[config.mk]
export PLATFORM = sky130hd
export DESIGN_NAME = mig_addr_queue
export DESIGN_NICKNAME = d
export VERILOG_FILES = /design/src/rtl/mig_addr_queue_pkg.sv /design/src/rtl/mig_dup_match.sv /design/src/rtl/mig_addr_queue.sv
export SDC_FILE = /design/constraint.sdc
export NUM_CORES = 1
export LEC_CHECK = 0
export CAP_MARGIN = 10
export CORE_UTILIZATION = 41
export DETAILED_ROUTE_END_ITERATION = 10
export PLACE_DENSITY_LB_ADDON = 0.25
export SLEW_MARGIN = 10
export SYNTH_ARGS = -nofsm -noshare
export SYNTH_HDL_FRONTEND = slang
export SYNTH_SLANG_ARGS = --single-unit
export TNS_END_PERCENT = 10
[constraint.sdc]
create_clock -name clk -period 4.9 [get_ports clk]
set_input_delay 0.98 -clock clk [delete_from_list [all_inputs] [get_ports clk]]
set_output_delay 0.98 -clock clk [all_outputs]
set_load 0.03 [all_outputs]
[src/rtl/mig_addr_queue_pkg.sv]
// Shared types and defaults for the migration address queue.
package mig_addr_queue_pkg;

    // Default migration address width in bits.
    localparam int unsigned MIG_ADDR_SIZE = 22;

    // Default width of the duplicate/drop statistics counters.
    localparam int unsigned MIG_CNT_W = 16;

    // Widest address any instance may carry; narrower addresses are zero-extended
    // into the entry so that one entry type serves every parameterisation.
    localparam int unsigned MIG_ADDR_MAX = 64;

    typedef logic [MIG_ADDR_MAX-1:0] mig_addr_t;

    // One queue slot as seen by the duplicate comparator.
    typedef struct packed {
        logic      valid;
        mig_addr_t addr;
    } mig_entry_t;

endpackage : mig_addr_queue_pkg

[src/rtl/mig_dup_match.sv]
// Parallel duplicate comparator: flags a candidate equal to any valid entry.
module mig_dup_match
    import mig_addr_queue_pkg::*;
#(
    parameter int unsigned DEPTH = 8
) (
    input  mig_entry_t entries_i [DEPTH],
    input  mig_addr_t  cand_i,
    output logic       match_o
);

    // OR-reduce the per-entry equality hits; invalid slots never match.
    always_comb begin
        match_o = 1'b0;
        for (int unsigned i = 0; i < DEPTH; i++) begin
            if (entries_i[i].valid && (entries_i[i].addr == cand_i)) begin
                match_o = 1'b1;
            end
        end
    end

endmodule : mig_dup_match

[src/rtl/mig_addr_queue.sv]
// Duplicate-filtering FWFT queue of migration candidate addresses.
module mig_addr_queue
    import mig_addr_queue_pkg::*;
#(
    parameter int unsigned ADDR_SIZE = MIG_ADDR_SIZE,
    parameter int unsigned DEPTH     = 8,
    parameter int unsigned CNT_W     = MIG_CNT_W
) (
    input  logic                   clk,
    input  logic                   rst,
    input  logic                   mig_addr_en,
    input  logic [ADDR_SIZE-1:0]   mig_addr,
    output logic                   mig_addr_ready,
    output logic                   out_valid,
    output logic [ADDR_SIZE-1:0]   out_addr,
    input  logic                   out_ready,
    output logic [$clog2(DEPTH):0] occupancy,
    output logic [CNT_W-1:0]       dup_cnt,
    output logic [CNT_W-1:0]       drop_cnt
);

    localparam int unsigned PW = $clog2(DEPTH);
    localparam int unsigned OW = PW + 1;

    if (ADDR_SIZE > MIG_ADDR_MAX) begin : g_addr_too_wide
        $error("mig_addr_queue: ADDR_SIZE exceeds MIG_ADDR_MAX");
    end
    if ((DEPTH < 2) || ((DEPTH & (DEPTH - 1)) != 0)) begin : g_bad_depth
        $error("mig_addr_queue: DEPTH must be a power of 2 and at least 2");
    end

    // Registered state
    logic [PW-1:0]    wr_ptr_q, wr_ptr_d;
    logic [PW-1:0]    rd_ptr_q, rd_ptr_d;
    logic [OW-1:0]    occ_q, occ_d;
    logic [CNT_W-1:0] dup_cnt_q, dup_cnt_d;
    logic [CNT_W-1:0] drop_cnt_q, drop_cnt_d;
    logic [DEPTH-1:0] vld_q;
    mig_addr_t        mem_q [DEPTH];

    // Per-cycle decisions
    logic       full;
    logic       empty;
    logic       dup_match;
    logic       push;
    logic       pop;
    logic       dup_hit;
    logic       drop_hit;
    mig_addr_t  cand;
    mig_entry_t entries [DEPTH];

    assign cand  = mig_addr_t'(mig_addr);
    assign full  = (occ_q == OW'(DEPTH));
    assign empty = (occ_q == '0);

    // Present valid bits and stored addresses as entries to the comparator.
    always_comb begin
        for (int unsigned i = 0; i < DEPTH; i++) begin
            entries[i].valid = vld_q[i];
            entries[i].addr  = mem_q[i];
        end
    end

    mig_dup_match #(
        .DEPTH (DEPTH)
    ) u_dup_match (
        .entries_i (entries),
        .cand_i    (cand),
        .match_o   (dup_match)
    );

    // Classify the offered candidate and the output handshake. A full queue
    // drops without consulting the comparator; ready never sees the same-cycle pop.
    always_comb begin
        drop_hit = mig_addr_en && full;
        dup_hit  = mig_addr_en && !full && dup_match;
        push     = mig_addr_en && !full && !dup_match;
        pop      = !empty && out_ready;
    end

    // Next-state for pointers, occupancy and saturating statistics.
    always_comb begin
        wr_ptr_d   = wr_ptr_q;
        rd_ptr_d   = rd_ptr_q;
        occ_d      = occ_q;
        dup_cnt_d  = dup_cnt_q;
        drop_cnt_d = drop_cnt_q;

        if (push) begin
            wr_ptr_d = wr_ptr_q + PW'(1);
        end
        if (pop) begin
            rd_ptr_d = rd_ptr_q + PW'(1);
        end

        unique case ({push, pop})
            2'b10:   occ_d = occ_q + OW'(1);
            2'b01:   occ_d = occ_q - OW'(1);
            default: occ_d = occ_q;
        endcase

        if (dup_hit && (dup_cnt_q != '1)) begin
            dup_cnt_d = dup_cnt_q + CNT_W'(1);
        end
        if (drop_hit && (drop_cnt_q != '1)) begin
            drop_cnt_d = drop_cnt_q + CNT_W'(1);
        end
    end

    // Control state with asynchronous reset.
    always_ff @(posedge clk or posedge rst) begin
        if (rst) begin
            wr_ptr_q   <= '0;
            rd_ptr_q   <= '0;
            occ_q      <= '0;
            dup_cnt_q  <= '0;
            drop_cnt_q <= '0;
        end else begin
            wr_ptr_q   <= wr_ptr_d;
            rd_ptr_q   <= rd_ptr_d;
            occ_q      <= occ_d;
            dup_cnt_q  <= dup_cnt_d;
            drop_cnt_q <= drop_cnt_d;
        end
    end

    // Entry valid bits follow push/pop exactly. Push and pop can only target
    // the same slot when empty or full, where one of them is blocked.
    always_ff @(posedge clk or posedge rst) begin
        if (rst) begin
            vld_q <= '0;
        end else begin
            if (pop) begin
                vld_q[rd_ptr_q] <= 1'b0;
            end
            if (push) begin
                vld_q[wr_ptr_q] <= 1'b1;
            end
        end
    end

    // Address storage; unreset, qualified by the valid bits.
    always_ff @(posedge clk) begin
        if (push) begin
            mem_q[wr_ptr_q] <= cand;
        end
    end

    assign mig_addr_ready = !full;
    assign out_valid      = !empty;
    assign out_addr       = ADDR_SIZE'(mem_q[rd_ptr_q]);
    assign occupancy      = occ_q;
    assign dup_cnt        = dup_cnt_q;
    assign drop_cnt       = drop_cnt_q;

endmodule : mig_addr_queue

======== After elaboration in Yosys (flattened, before gate mapping) ========
Memories as Yosys holds them, arrays and structs flattened.
Index checks and enable logic that the tools add are counted.
word-level totals
  register bits after elaboration ......... 50
  memory bits (writable) .................. 176
  input bits .............................. 26
  output and inout bits ................... 60
  logic and storage cells ................. 72
  memories kept ........................... 1
memories
  memory  words  bits a word  rd ports  clocked after Yosys merged registers in  write ports  RTL line              text
  mem_q   8      22           9         0                                        1            mig_addr_queue.sv:39  mig_addr_t mem_q [DEPTH];
operators by class
  add/subtract/negate cells ............... 6
  magnitude comparators ................... 4
  eq/ne operators ......................... 13
  mux-type cells .......................... 17
  bitwise operators ....................... 3
  reductions and logical operators ........ 22
operator list
  kind                                                         number
  == test 64 x 22 -> 1 bit                                     8
  adder 16 x 1 -> 16 bit (second input constant)               2
  inequality test 16 bit (second input constant)               2
  logical AND 1 bit                                            17
  two-way mux 8 bit                                            2
  two-way mux 1 bit                                            12
  AND 8 bit                                                    1
  less-than comparator 3 x 4 -> 1 bit (second input constant)  2
  NOT 8 bit                                                    1
  OR 8 bit                                                     1
  case mux 4 bit (2 select lines)                              1
  adder 3 x 1 -> 3 bit (second input constant)                 2
  demux 1 bit (select 3 bit)                                   2
  >= comparator 3 x 1 -> 1 bit (second input constant)         2
  adder 4 x 1 -> 4 bit (second input constant)                 1
  == test 4 bit (second input constant)                        1
  logical NOT 4 bit                                            1
  subtractor 4 x 1 -> 4 bit (second input constant)            1
  logical NOT 1 bit                                            3
  == test 2 x 1 -> 1 bit (second input constant)               1
  == test 2 bit (second input constant)                        1
  nonzero test 2 bit                                           1

======== Depth between registers and ports, before layout ========
An unclocked memory read counts as a cell.
  depth after elaboration ................. 15
  mapped depth ............................ 16
  depth with buffers taken out ............ 14

======== Cells and area by module ========
From an unflattened synthesis, not the netlist that was laid out.
second synthesis, totals
  cells, all modules ...................... 1327
  area total of the unflattened synthesis .. 15429.8 µm²
by module, submodules not included
  module          instances  cells each  area each (µm²)  sequential area each (µm²)
  mig_addr_queue  1          495         9096.2           6536.3
  mig_dup_match   1          832         6333.6           0.0

======== Worst setup path after synthesis ========
No wires, ideal clock.
  path type ............................... input to register
  start ................................... input port mig_addr[18]
  end ..................................... memory mem_q[0][0] (netlist name) (enable)
  library setup time ...................... 0.457 ns
  arrival ................................. 4.327 ns
  required time ........................... 4.443 ns
  slack ................................... 0.116 ns
  stages on the path ...................... 10
  path through ............................ buf_4 > xnor2_1 > nand4_1 > nor4_1 > a22oi_1 > nand4_4 > nor2_4 > inv_2 > buf_6 > nor4_1
between the ends
  cells in the longest elaborated chain, start to end .. 14
  elaborated cells on any way between the ends .. 28
ends and longest elaborated chain
  item                                         RTL line               text
  start: declaration                           mig_addr_queue.sv:12   input logic [ADDR_SIZE-1:0] mig_addr,
  == test 64 x 22 -> 1 bit                     mig_dup_match.sv:16    if (entries_i[i].valid && (entries_i[i].addr == cand_i)) begin
  logical AND 1 bit                            mig_dup_match.sv:16
  two-way mux 1 bit (7 in series)              mig_dup_match.sv:16
  two-way mux 1 bit (*)                        mig_dup_match.sv:16
  logical NOT 1 bit (*)                        mig_addr_queue.sv:77   push = mig_addr_en && !full && !dup_match;
  logical AND 1 bit (*)                        mig_addr_queue.sv:77
  two-way mux 1 bit (*)                        mig_addr_queue.sv:144  if (push) begin
  two-way mux 1 bit (implied by the code) (*)  mig_addr_queue.sv:145  mem_q[wr_ptr_q] <= cand;
  end: declaration                             mig_addr_queue.sv:39
Mark *: on every way between the ends. The rest lies on a longest branch, timed or not.

======== Worst setup path after layout ========
  start ................................... input port mig_addr[15]
  end ..................................... register occ_q[2], in the netlist occupancy[2]
between the ends
  cells in the longest elaborated chain, start to end .. 14
  elaborated cells on any way between the ends .. 30
ends and longest elaborated chain
  item                                                                   RTL line               text
  == test 64 x 22 -> 1 bit                                               mig_dup_match.sv:16
  logical AND 1 bit                                                      mig_dup_match.sv:16
  two-way mux 1 bit (7 in series)                                        mig_dup_match.sv:16
  two-way mux 1 bit (*)                                                  mig_dup_match.sv:16
  logical NOT 1 bit (*)                                                  mig_addr_queue.sv:77
  logical AND 1 bit (*)                                                  mig_addr_queue.sv:77
  == test 2 x 1 -> 1 bit or == test 2 bit (tied branches)                mig_addr_queue.sv:96   unique case ({push, pop})
  case mux 4 bit (2 select lines) or nonzero test 2 bit (tied branches)  n/a
  end signal: assignment                                                 mig_addr_queue.sv:115  occ_q <= '0;
  end signal: assignment                                                 mig_addr_queue.sv:121  occ_q <= occ_d;
  end: declaration                                                       mig_addr_queue.sv:35   logic [OW-1:0] occ_q, occ_d;
Marks and branches as above.
A chain may end at the register's enable or synchronous reset.

==> run metrics <==
most common library cell in the layout ignoring fill and taps=sky130_fd_sc_hd__xnor2_1; largest voltage drop on the vdd net=approximately 0.43 mV; most frequent cells in the layout=sky130_fd_sc_hd__xnor2_1, sky130_fd_sc_hd__edfxtp_1, sky130_fd_sc_hd__clkdlybuf4s50_1, sky130_fd_sc_hd__nand4_1, sky130_fd_sc_hd__dfrtp_1; layout-stage area growth over the synthesis result=18.0%; Cell Int Power=between 4 and 5 mW; total congestion overflow after global routing=0; final HPWL from detailed placement=19.7 mm; Min Clock Period, post-route=4240 ps; Post-Layout Cell Count=approximately 1,200; antenna-violating nets left=0; async set-reset flop share out of synthesis=22.1%; CTS tree=yes; Clock power frac=26.5%; post-synthesis instance area=11,300 um^2; transition time at the pin with the least slew margin=slightly below 900 ps; share of the core filled with cells=between 40% and 50%; startpoint of the most critical hold path=dup_cnt[10]$_DFFE_PP0P_; DR iter-0 viols=627; Final Hold Viols=0; Routed WL per cell=between 20 and 25 um; chip width=approximately 170 um; Switching Fraction=between 30% and 40%; end point of the worst hold path=dup_cnt[10]$_DFFE_PP0P_; number of clock sinks seen by CTS=226; Max Freq=0.236 GHz; number of global-route vias before repair=between 6,000 and 7,000; starting density of the core=between 40% and 50%; cell total after placement=between 1,000 and 1,500; Std-Cell Rows=60; H-tree depth=1; worst reg2reg setup slack=approximately 1700 ps; Via-to-Cell Ratio=around 5.5; share of Yosys cell area claimed by the top area cell type=about 47%; antenna cell count=0; antenna violations before repair=0; R2R Path Start=mem_q[2][14]$_DFFE_PP_; worst clock skew=19.6 ps; number of resized instances in the post-cts repair step=0; number of buffers created by CTS=25; max-slew violations=0; count of TritonRoute iterations in the first routing pass=5; distinct cell type count after synthesis=38; overall die area=between 20,000 and 30,000 um^2; Placeable Area=27,000 um^2; buffer levels on the longest clock path=3; number of maximum-capacitance violations=0; slowest cell on the critical path=sky130_fd_sc_hd__a2111oi_0; peak per-stage delay on the critical path=between 700 and 800 ps; Residual DRC=0; maximum number of pins on one net before global-route repair=just over 50; Leakage=approximately 4.4 nW; number of hold buffers added after CTS=0; post-CTS setup buffer count=0; root buffer cell=sky130_fd_sc_hd__clkbuf_16; EDFF count, synth=176; RSZ-0062 raised after global routing=no; Synth area leader=sky130_fd_sc_hd__edfxtp_1; commonest register cell after synthesis=sky130_fd_sc_hd__edfxtp_1; Yosys warnings=0; setup total negative slack=0 ps; cell depth of the worst min-delay path=1; routability cong.=~0.87; insertion delay of the later-clocked pin in the worst-skew pair=between 500 and 600 ps; ranking of synthesized cells by area=sky130_fd_sc_hd__edfxtp_1, sky130_fd_sc_hd__xnor2_1, sky130_fd_sc_hd__dfrtp_1; sequential cell fraction of total power=39.2%; R2R depth=14; register bit count reported by yosys=roughly 230; category of the most critical setup path=input pin to flop; number of nets in the synthesized netlist=800; fraction of final layout cells sized beyond drive strength 1=about 18%; CP cell instances=clkdlybuf4s50_1 > xnor2_1 > nand2_1 > a2111oi_0 > a22oi_1 > nand4_4 > nor2_4 > inv_2 > ha_1 > xor2_1 > ha_1 > a21oi_1 > xor2_1 > nor2_1 > xor2_1; sequential element share of the synthesized area=between 50% and 60%; type of the worst min-delay path=flop to flop; port buffer count=between 80 and 90; # setup viols final=0; worst hold margin=between 400 and 500 ps; number of cells produced by synthesis=767; Gate power share=around a third; worst-case setup margin in the final layout=between 600 and 700 ps; pre-CTS setup slack=about 120 ps; critical path data required time=~5300 ps; first-pass GRT wire length=~43 mm; GRT Total Usage=roughly 21%; overall via count from detail_route=roughly 6,700; sort of element at the end of the critical path=flop; outcome=completed; crit-path max FO=16; Layout Nets=897; critical path startpoint category=input pin; net switching component of the power=2.39 mW; headroom to the max-slew limit=approximately two fifths; Die Y=around 170 um; data arrival at the endpoint of the critical path=between 4000 and 5000 ps; total wire length after detailed routing=between 20 and 30 mm; reg-to-reg critical path endpoint=occupancy[2]$_DFFE_PP0P_; cell type with the highest occurrence count on the critical path=sky130_fd_sc_hd__xor2_1; I/O Pins=86; clock-pin slew reported for the worst setup and hold paths after clock tree synthesis=~60 ps; post-route clock period utilization=86.4%; mean instance size in the synthesized netlist=approximately 15 um^2; Power Density=531 nW/um^2
-- power by group through the flow --
stage	logic, mW	registers [mW]	clock network [mW]
2_1_floorplan	1.69	2.63	0
3_3_place_gp	2.44	2.82	0
3_5_place_dp	2.44	2.82	0
4_1_cts	2.45	2.78	1.90
5_1_grt	2.57	2.82	1.97
6_report	2.42	2.77	1.87
-- kinds of logic after synthesis --
family                     Yosys count  synth area share, %
buffers and inverters               53                 3.34
DFF                                226                 57.9
muxes                               71                 11.5
and+or+nand+nor                    175                 8.55
xor gates and xnor gates           212                 16.5
AOI/OAI and AO/OA                   23                 1.49
adders and majority gates            7                0.776
-- worst max path at each step --
stage | start | end | slack (ps) | cells after the start
after CTS | mig_addr[15] | occupancy[2]$_DFFE_PP0P_ | 650 | 15
after global routing | mig_addr[15] | occupancy[2]$_DFFE_PP0P_ | 420 | 15
after global placement | mig_addr[15] | occupancy[2]$_DFFE_PP0P_ | 110 | 15
after floorplan | mig_addr[18] | mem_q[0][0]$_DFFE_PP_ | 120 | 10
after detailed placement | mig_addr[15] | occupancy[2]$_DFFE_PP0P_ | 120 | 15
final | mig_addr[15] | occupancy[2]$_DFFE_PP0P_ | 660 | 15
-- synth_stat cells (all sizes together) (7+ instances only) --
cell type  instances
xnor2            199
edfxtp           176
nand4             56
dfrtp             50
mux4              44
buf               31
mux2              27
nand2             25
nor2              25
nand3             21
and3              13
clkbuf            13
xor2              13
inv                9
nor4               9
nor3               8
ha                 7
o21ai              7
-- cell type report --
class	instances	area (um^2)
clock buffer	34	709
clock inverter	11	114
fill	2309	13600
inverter	9	33.8
multi-input combinational	488	4400
sequential	226	6540
tap	341	427
timing repair buffer	114	1090
-- metrics by stage --
step,instance area (um^2),total power [mW]
floorplan,11300,4.32
detailed placement,12500,5.26
global route,13300,7.36
global placement,12500,5.25
finish,13300,7.07
CTS,13300,7.14
-- sequential cells by signal, indices dropped and copies added (netlist names) --
register	cells
wr_ptr_q	3
occupancy	4
dup_cnt	16
drop_cnt	16
rd_ptr_q	3
mem_q	176
vld_q	8
-- layer usage --
layer	global-route usage [%]	share of wire (%)	vias up	routed length [um]
met5	0	0	-	0
met1	29.4	45	3439	12900
met3	3.95	6.7	39	1910
met2	32.6	46	214	13300
li1	-	-	3042	-
met4	5.31	2.0	0	568
-- critical path, delay by kind of cell --
family	cells	cell delay (ps)
AO/OA/AOI/OAI	3	1180
XOR/XNOR	4	790
adder cells (fa/ha/maj)	2	420
buffers and inverters	2	830
AND/OR/NAND/NOR	4	420
Note: power is estimated with default switching activity, not from simulation.
